==> src/rtl/uart_cmd_responder_if.sv <==
// Byte-level handshake between a UART parallel port and the command responder.
// master = UART side (drives received bytes, reports tx busy); slave = responder.
interface uart_cmd_responder_if #(
    parameter int DATA_WIDTH = 8
);
    logic [DATA_WIDTH-1:0] rx_p_data;
    logic                  rx_d_valid;
    logic                  tx_busy;
    logic [DATA_WIDTH-1:0] tx_p_data;
    logic                  tx_d_valid;

    modport master (
        output rx_p_data, rx_d_valid, tx_busy,
        input  tx_p_data, tx_d_valid
    );

    modport slave (
        input  rx_p_data, rx_d_valid, tx_busy,
        output tx_p_data, tx_d_valid
    );
endinterface

==> src/rtl/uart_cmd_responder.sv <==
// Decodes write/read command frames arriving as UART bytes against a small register
// file and returns read data (or an error byte) through the UART transmitter.
module uart_cmd_responder #(
    parameter int                    DATA_WIDTH = 8,
    parameter int                    ADDR_WIDTH = 4,
    parameter logic [DATA_WIDTH-1:0] WR_CMD     = 8'hAA,
    parameter logic [DATA_WIDTH-1:0] RD_CMD     = 8'hBB,
    parameter logic [DATA_WIDTH-1:0] ERR_CODE   = 8'hEE
) (
    input  logic                  CLK,
    input  logic                  RST,
    uart_cmd_responder_if.slave   bus,
    output logic [DATA_WIDTH-1:0] cfg_reg0,
    output logic [DATA_WIDTH-1:0] cfg_reg1,
    output logic                  overrun
);
    localparam int NREGS = 1 << ADDR_WIDTH;
    localparam logic [DATA_WIDTH-1:0] REG0_RST = 8'h81;
    localparam logic [DATA_WIDTH-1:0] REG1_RST = 8'h20;

    typedef enum logic [2:0] {
        IDLE, WR_ADDR, WR_DATA, RD_ADDR, RSP_REQ, RSP_WAIT
    } state_t;

    state_t                state_q, state_d;
    logic [DATA_WIDTH-1:0] addr_q, addr_d;
    logic [DATA_WIDTH-1:0] tx_q, tx_d;
    logic                  ovr_q, ovr_d;
    logic                  we;
    logic [DATA_WIDTH-1:0] regs_q [NREGS];

    logic                  rx_v;
    logic [DATA_WIDTH-1:0] rx_b;
    logic                  in_rsp;

    assign rx_v   = bus.rx_d_valid;
    assign rx_b   = bus.rx_p_data;
    assign in_rsp = (state_q == RSP_REQ) || (state_q == RSP_WAIT);

    // Upper address bits must be clear, otherwise the access is rejected.
    function automatic logic addr_ok(input logic [DATA_WIDTH-1:0] a);
        return a[DATA_WIDTH-1:ADDR_WIDTH] == '0;
    endfunction

    always_comb begin
        state_d = state_q;
        addr_d  = addr_q;
        tx_d    = tx_q;
        we      = 1'b0;
        ovr_d   = rx_v && in_rsp;
        unique case (state_q)
            IDLE: begin
                if (rx_v) begin
                    if (rx_b == WR_CMD) begin
                        state_d = WR_ADDR;
                    end else if (rx_b == RD_CMD) begin
                        state_d = RD_ADDR;
                    end else begin
                        tx_d    = ERR_CODE;
                        state_d = RSP_REQ;
                    end
                end
            end
            WR_ADDR: begin
                if (rx_v) begin
                    addr_d  = rx_b;
                    state_d = WR_DATA;
                end
            end
            WR_DATA: begin
                if (rx_v) begin
                    if (addr_ok(addr_q)) begin
                        we      = 1'b1;
                        state_d = IDLE;
                    end else begin
                        tx_d    = ERR_CODE;
                        state_d = RSP_REQ;
                    end
                end
            end
            RD_ADDR: begin
                if (rx_v) begin
                    tx_d    = addr_ok(rx_b) ? regs_q[rx_b[ADDR_WIDTH-1:0]] : ERR_CODE;
                    state_d = RSP_REQ;
                end
            end
            RSP_REQ: begin
                if (bus.tx_busy) state_d = RSP_WAIT;
            end
            RSP_WAIT: begin
                if (!bus.tx_busy) state_d = IDLE;
            end
            default: state_d = IDLE;
        endcase
    end

    always_ff @(posedge CLK or negedge RST) begin
        if (!RST) begin
            state_q <= IDLE;
            addr_q  <= '0;
            tx_q    <= '0;
            ovr_q   <= 1'b0;
        end else begin
            state_q <= state_d;
            addr_q  <= addr_d;
            tx_q    <= tx_d;
            ovr_q   <= ovr_d;
        end
    end

    always_ff @(posedge CLK or negedge RST) begin
        if (!RST) begin
            for (int i = 0; i < NREGS; i++) begin
                if (i == 0)      regs_q[i] <= REG0_RST;
                else if (i == 1) regs_q[i] <= REG1_RST;
                else             regs_q[i] <= '0;
            end
        end else if (we) begin
            regs_q[addr_q[ADDR_WIDTH-1:0]] <= rx_b;
        end
    end

    // Request is a pure function of state so it drops the instant reset asserts.
    assign bus.tx_d_valid = (state_q == RSP_REQ);
    assign bus.tx_p_data  = tx_q;
    assign cfg_reg0       = regs_q[0];
    assign cfg_reg1       = regs_q[1];
    assign overrun        = ovr_q;
endmodule

==> src/flat_wrapper.sv <==
// flat-port wrapper written by rule: the top's interface ports become plain ports
module uart_cmd_responder_flat 
#(
    parameter int                    DATA_WIDTH = 8,
    parameter int                    ADDR_WIDTH = 4,
    parameter logic [DATA_WIDTH-1:0] WR_CMD     = 8'hAA,
    parameter logic [DATA_WIDTH-1:0] RD_CMD     = 8'hBB,
    parameter logic [DATA_WIDTH-1:0] ERR_CODE   = 8'hEE
)
  (CLK, RST, cfg_reg0, cfg_reg1, overrun, bus_rx_p_data, bus_rx_d_valid, bus_tx_busy, bus_tx_p_data, bus_tx_d_valid);
  uart_cmd_responder_if #(.DATA_WIDTH(DATA_WIDTH)) bus_i ();
  input  logic CLK;
  input  logic RST;
  output logic [DATA_WIDTH-1:0] cfg_reg0;
  output logic [DATA_WIDTH-1:0] cfg_reg1;
  output logic overrun;
  input wire logic [$bits(bus_i.rx_p_data)-1:0] bus_rx_p_data;
  input wire logic [$bits(bus_i.rx_d_valid)-1:0] bus_rx_d_valid;
  input wire logic [$bits(bus_i.tx_busy)-1:0] bus_tx_busy;
  output wire logic [$bits(bus_i.tx_p_data)-1:0] bus_tx_p_data;
  output wire logic [$bits(bus_i.tx_d_valid)-1:0] bus_tx_d_valid;
  assign bus_i.rx_p_data = bus_rx_p_data;
  assign bus_i.rx_d_valid = bus_rx_d_valid;
  assign bus_i.tx_busy = bus_tx_busy;
  assign bus_tx_p_data = bus_i.tx_p_data;
  assign bus_tx_d_valid = bus_i.tx_d_valid;
  uart_cmd_responder #(.DATA_WIDTH(DATA_WIDTH), .ADDR_WIDTH(ADDR_WIDTH), .WR_CMD(WR_CMD), .RD_CMD(RD_CMD), .ERR_CODE(ERR_CODE)) u_core (.CLK(CLK), .RST(RST), .bus(bus_i), .cfg_reg0(cfg_reg0), .cfg_reg1(cfg_reg1), .overrun(overrun));
endmodule
==> config.mk <==
export PLATFORM = sky130hd
export DESIGN_NAME = uart_cmd_responder_flat
export DESIGN_NICKNAME = d
export VERILOG_FILES = /design/src/rtl/uart_cmd_responder_if.sv /design/src/rtl/uart_cmd_responder.sv /design/src/flat_wrapper.sv
export SDC_FILE = /design/constraint.sdc
export NUM_CORES = 1
export LEC_CHECK = 0
export CAP_MARGIN = 20
export CELL_PAD_IN_SITES_DETAIL_PLACEMENT = 0
export CELL_PAD_IN_SITES_GLOBAL_PLACEMENT = 1
export CORE_UTILIZATION = 40
export CTS_BUF_LIST = sky130_fd_sc_hd__clkbuf_2
export CTS_CLUSTER_SIZE = 40
export DETAILED_ROUTE_END_ITERATION = 8
export PLACE_DENSITY = 0.66
export SYNTH_ARGS = -nofsm -noshare
export SYNTH_HDL_FRONTEND = slang
export SYNTH_SLANG_ARGS = --single-unit
==> constraint.sdc <==
create_clock -name CLK -period 3.7 [get_ports CLK]
set_input_delay 0.925 -clock CLK [delete_from_list [all_inputs] [get_ports CLK]]
set_output_delay 0.925 -clock CLK [all_outputs]
set_load 0.01 [all_outputs]
======== Word level (Yosys, flattened, before mapping) ========
Index checks and enable logic that the tools add are counted.
W data, S select, Z words.
word-level totals
  bits in registers ....................... 148
  word-level logic and storage cells ...... 78
  bits in read-only memories .............. 0
  RAM bits ................................ 0
  output and inout bits ................... 26
  memories kept ........................... 0
  bits in latches ......................... 0
cells by class
  reduce and logical (&&, ||, !) cells .... 10
  add/sub/neg operators ................... 0
  divide/modulo/power cells ............... 0
  bitwise operators ....................... 2
  shift-type cells ........................ 0
  magnitude comparators ................... 3
  $mul .................................... 0
  multiplexer cells ....................... 27
  eq/ne operators ......................... 16
operator list
  kind                  number
  $bwmux W128           1
  $mux W8               10
  $bmux W8 S4           1
  $demux W8 S4          1
  $mux W3               9
  $pmux W8 S3           1
  $ne A2 B2 Y1 const B  9
  $pmux W3 S6           1
  $eq A8 B8 Y1 const B  2
  $ge A5 B5 Y1 const B  2
  $not A4 Y5            2
  $logic_not A4 Y1      2
  $reduce_and A7 Y1     1
  $eq A3 B2 Y1 const B  2
  $eq A3 B3 Y1 const B  2
  $reduce_and A6 Y1     1
  $lt A5 B1 Y1 const B  1
  $eq A3 B1 Y1 const B  1
  $logic_not A3 Y1      1
  $mux W1               3
  $reduce_bool A3 Y1    1
  $logic_and A1 B1 Y1   2
  $reduce_and A2 Y1     1
  $logic_or A1 B1 Y1    1

======== Depth between registers and ports, before layout ========
  depth in word-level cells ............... 7
  depth in mapped cells ................... 6
  depth with buffers taken out ............ 4

======== Least setup slack after synthesis ========
Ideal clock, no wire load.
  kind .................................... input to register
  start point ............................. input port bus_rx_p_data[2]
  end point ............................... register u_core.tx_q[4], in the netlist u_core.bus.tx_p_data[4]
  arrival time ............................ 2.266 ns
  library setup time ...................... 0.135 ns
  cell stages on the path ................. 5
  path buffers ............................ 2
  setup slack ............................. 1.299 ns
  required time ........................... 3.565 ns
  path through ............................ clkbuf_1 buf_1 mux4_2 a221o_1 o2bb2ai_1
between the ends
  longest elaborated chain between the ends .. 7
RTL lines
  item                                         RTL line                   text
  start: declaration                           flat_wrapper.sv:17         input wire logic [$bits(bus_i.rx_p_data)-1:0] bus_rx_p_data;
  $not A4 Y5 (implied by the code)             uart_cmd_responder.sv:83   tx_d = addr_ok(rx_b) ? regs_q[rx_b[ADDR_WIDTH-1:0]] : ERR_CODE;
  $bmux W8 S4                                  uart_cmd_responder.sv:83
  $mux W8 (implied by the code) (2 in series)  uart_cmd_responder.sv:83
  $mux W8                                      uart_cmd_responder.sv:83
  $mux W8                                      uart_cmd_responder.sv:82   if (rx_v) begin
  $pmux W8 S3                                  uart_cmd_responder.sv:51   unique case (state_q)
  end signal: assignment                       uart_cmd_responder.sv:106  tx_q <= tx_d;
  end: declaration                             uart_cmd_responder.sv:27   logic [DATA_WIDTH-1:0] tx_q, tx_d;
Several ways; a longest one is shown, not always the timed one. The select of a mux whose other input is x is not followed.
A chain may end at the register's enable or synchronous reset.

======== Worst setup path after layout ========
  start point ............................. register u_core.state_q[0]
  end point ............................... output port bus_tx_d_valid
between the ends
  longest elaborated chain between the ends .. 1
RTL lines
  item                      RTL line                   text
  start: declaration        uart_cmd_responder.sv:25   state_t state_q, state_d;
  start signal: assignment  uart_cmd_responder.sv:104  state_q <= state_d;
  $eq A3 B3 Y1              uart_cmd_responder.sv:124  assign bus.tx_d_valid = (state_q == RSP_REQ);
  end: declaration          flat_wrapper.sv:21         output wire logic [$bits(bus_i.tx_d_valid)-1:0] bus_tx_d_valid;
No other way between the ends.

==> results.md <==
- Outcome: completed
- Slew @ Worst Pin: 1.02 ns
- Min cycle time layout: 3.10 ns
- Remaining Overflow, GRT: 0
- Row cnt: 47
- Layout cell share with drive strength beyond 1: 47.7%
- Leak: 3.55 nW
- Seq cells post-synth: 148
- CP peak stage delay: 0.62 ns
- Initial Util: 41.5%
- Synth Instances: 471
- Top FF cell, synth: dfrtp_1
- Placer Congestion: 0.778
- Initial antenna violation count: 1
- Hold Crit Class: in2async
- Residual DRC: 0
- Hpwl dp: 10.6 mm
- Cells along the critical path: nor3b_1, clkdlybuf4s50_1
- GRT Overall Usage: 19.8%
- Critical Path AT: 2.17 ns
- Synth area leader: dfrtp_1
- CTS Hold Bufs: 0
- Die area: 17,900 µm²
- Routed Antenna Nets: 0
- CP max-delay cell: dfrtp_1
- Pre-CTS setup slack: 0.540 ns
- Area share of the largest cell type after synthesis: 52.2%
- Port bufs: 37
- Iter 0 DRT Violations: 223
- Number of synthesized flops with an enable pin: 0
- Max-Cap Viols: 0
- Maximum fanout along the worst path: 12
- Root Driver: clkbuf_2
- Crit Path Category: reg2out
- Chip width: 134 µm
- IO Count: 38
- Most frequent cells in the layout: 145 x dfrtp_1, 136 x mux2_2, 34 x clkdlybuf4s50_1
- Cell area after synthesis: 6950 µm²
- Bufs on Longest Clock Path: 2
- Clock latency at the later pin of the worst-skew pair: 0.72 ns
- Setup_tns: 0 ns
- Worst VDD drop: 0.146 mV
- First-pass GRT wire length: 25.8 mm
- Pwr Density: 400 nW/µm²
- Final WL: 16.0 mm
- RSZ-0062 raised after global routing: no
- Core area: 16,800 µm²
- Reg clk slew, reported paths: 0.20 ns
- Die height: 134 µm
- Area delta synth->final: 9.38%
- CTS tree: built
- Vias in the first global route: 4,291
- Commonest non-fill, non-tap cell in the layout: dfrtp_1
- CP Capture Type: output pin
- Worst clock skew: 0.0229 ns
- Post-synth cell types: 47
- Final Instance Area: 7600 µm²
- Wire per inst: 22.1 µm
- Fillers: 1,543
- H-tree depth: 4
- Sequential-to-total area share from yosys stat: 53.4%
- Mapped Nets: 483
- Worst slew margin: 31.8%
- Peak Freq: 323 MHz
- Final Max Slew Viols: 0
- Drt first pass iters: 4
- Ranking of synthesized cells by area: dfrtp_1 52%, mux2_2 22%, mux4_2 9.7%, buf_4 1.9%, clkbuf_1 1.4%
- Required time of the worst setup path: 2.77 ns
- Syn avg cell area: 14.8 µm²
- Critical path startpoint category: register
- Final Hold Fails: 0
- CTS Buf Count: 17
- Final period util: 83.7%
- Via/cell ratio: 5.59
- Slack of the critical path: 0.602 ns
- Via count: 4,061
- PostCTS Resize Cnt: 0
- Total clock sinks: 148
- CP Buf/Inv Count: 1
- Area post-placement: 7440 µm²
- Top Family by Delay on Critical Path: flip-flops
- Post CTS Setup Buffer Count: 0
- Final setup viols: 0
- Async set-reset flop share out of synthesis: 100%
- Layout Nets: 504
- Synth warn: 0
- Largest net degree at the start of global routing: 86
[synth_stat cells (all sizes together), types with 3 or more instances]
library cell / instances
dfrtp: 145
mux2: 136
mux4: 30
clkbuf: 26
buf: 25
nand2: 24
nand3: 10
a22oi: 6
nand4: 6
nor2b: 6
o21a: 6
mux2i: 5
nor2: 5
dfstp: 3
inv: 3
nand2b: 3
nor3: 3
nor4: 3
[per-layer routing]
layer	up-vias	share of wire, %	global-route usage [%]
li1	1771	-	-
met1	2194	47	27.4
met2	73	48	30.8
met3	23	2.7	4.01
met4	0	2.0	7.51
met5	-	0	0
[worst reg2reg max path, cell delays in order, from the launching register on]
cell and delay, ns:
dfrtp_1 0.42, or4_4 0.62, nor4b_4 0.44, and3_1 0.53, mux2_2 0.40
[power breakdown]
| part | total (mW) | switching, mW | leakage, nW | internal, mW |
|---|---|---|---|---|
| Sequential | 1.85 | 0.122 | 2.00 | 1.72 |
| Combinational | 0.472 | 0.241 | 1.43 | 0.231 |
| Clock | 0.720 | 0.538 | 0.124 | 0.182 |
| Total | 3.04 | 0.902 | 3.55 | 2.14 |
[sequential cells by signal (all words and copies together), names as in the netlist]
name / flops
u_core.regs_q: 112
u_core.addr_q: 8
u_core.bus.tx_p_data: 8
u_core.cfg_reg0: 8
u_core.cfg_reg1: 8
u_core.state_q: 3
u_core.overrun: 1
[kinds of logic after synthesis]
logic type / count (synthesis) / share of synthesized area, %
XOR/XNOR: 1 / 0.126
AO/OA/AOI/OAI: 27 / 2.97
AND/OR/NAND/NOR: 70 / 7.10
flip-flops: 148 / 53.4
multiplexers: 171 / 32.5
buffers and inverters: 54 / 3.96
[stage by stage]
stage	hold WS, ns	cells	power (mW)	util [%]
6_report	0.247	726	3.04	45.3
5_1_grt	0.220	726	3.21	45.3
4_1_cts	0.189	725	3.08	45.3
3_5_place_dp	0.487	693	2.35	44.4
3_3_place_gp	0.481	693	2.34	44.4
2_1_floorplan	0.474	471	2.20	-
[area by class of cell]
type	count	area, µm²	share of cell area (%)
Clock buffer	24	120	1.58
Timing Repair Buffer	53	482	6.34
Clock inverter	8	36.3	0.477
Multi-Input combinational cell	269	2970	39.0
Inverter	3	11.3	0.148
Tap cell	220	275	3.62
Antenna cell	1	2.50	0.0329
Sequential cell	148	3710	48.8
[final timing paths]
check / slack (ns) / startpoint / cells past startpoint / end
setup reg to reg: 1.20 / u_core.addr_q[5] / 4 / u_core.regs_q[99]
hold reg to reg: 0.53 / u_core.regs_q[91] / 1 / u_core.regs_q[91]
min in group CLK: 0.53 / u_core.regs_q[91] / 1 / u_core.regs_q[91]
hold / removal: 0.25 / RST / 1 / u_core.cfg_reg0[1]
max in group asynchronous: 2.56 / RST / 2 / u_core.cfg_reg0[7]
setup / recovery: 0.60 / u_core.state_q[0] / 2 / bus_tx_d_valid
(Power assumes the default switching activity.)
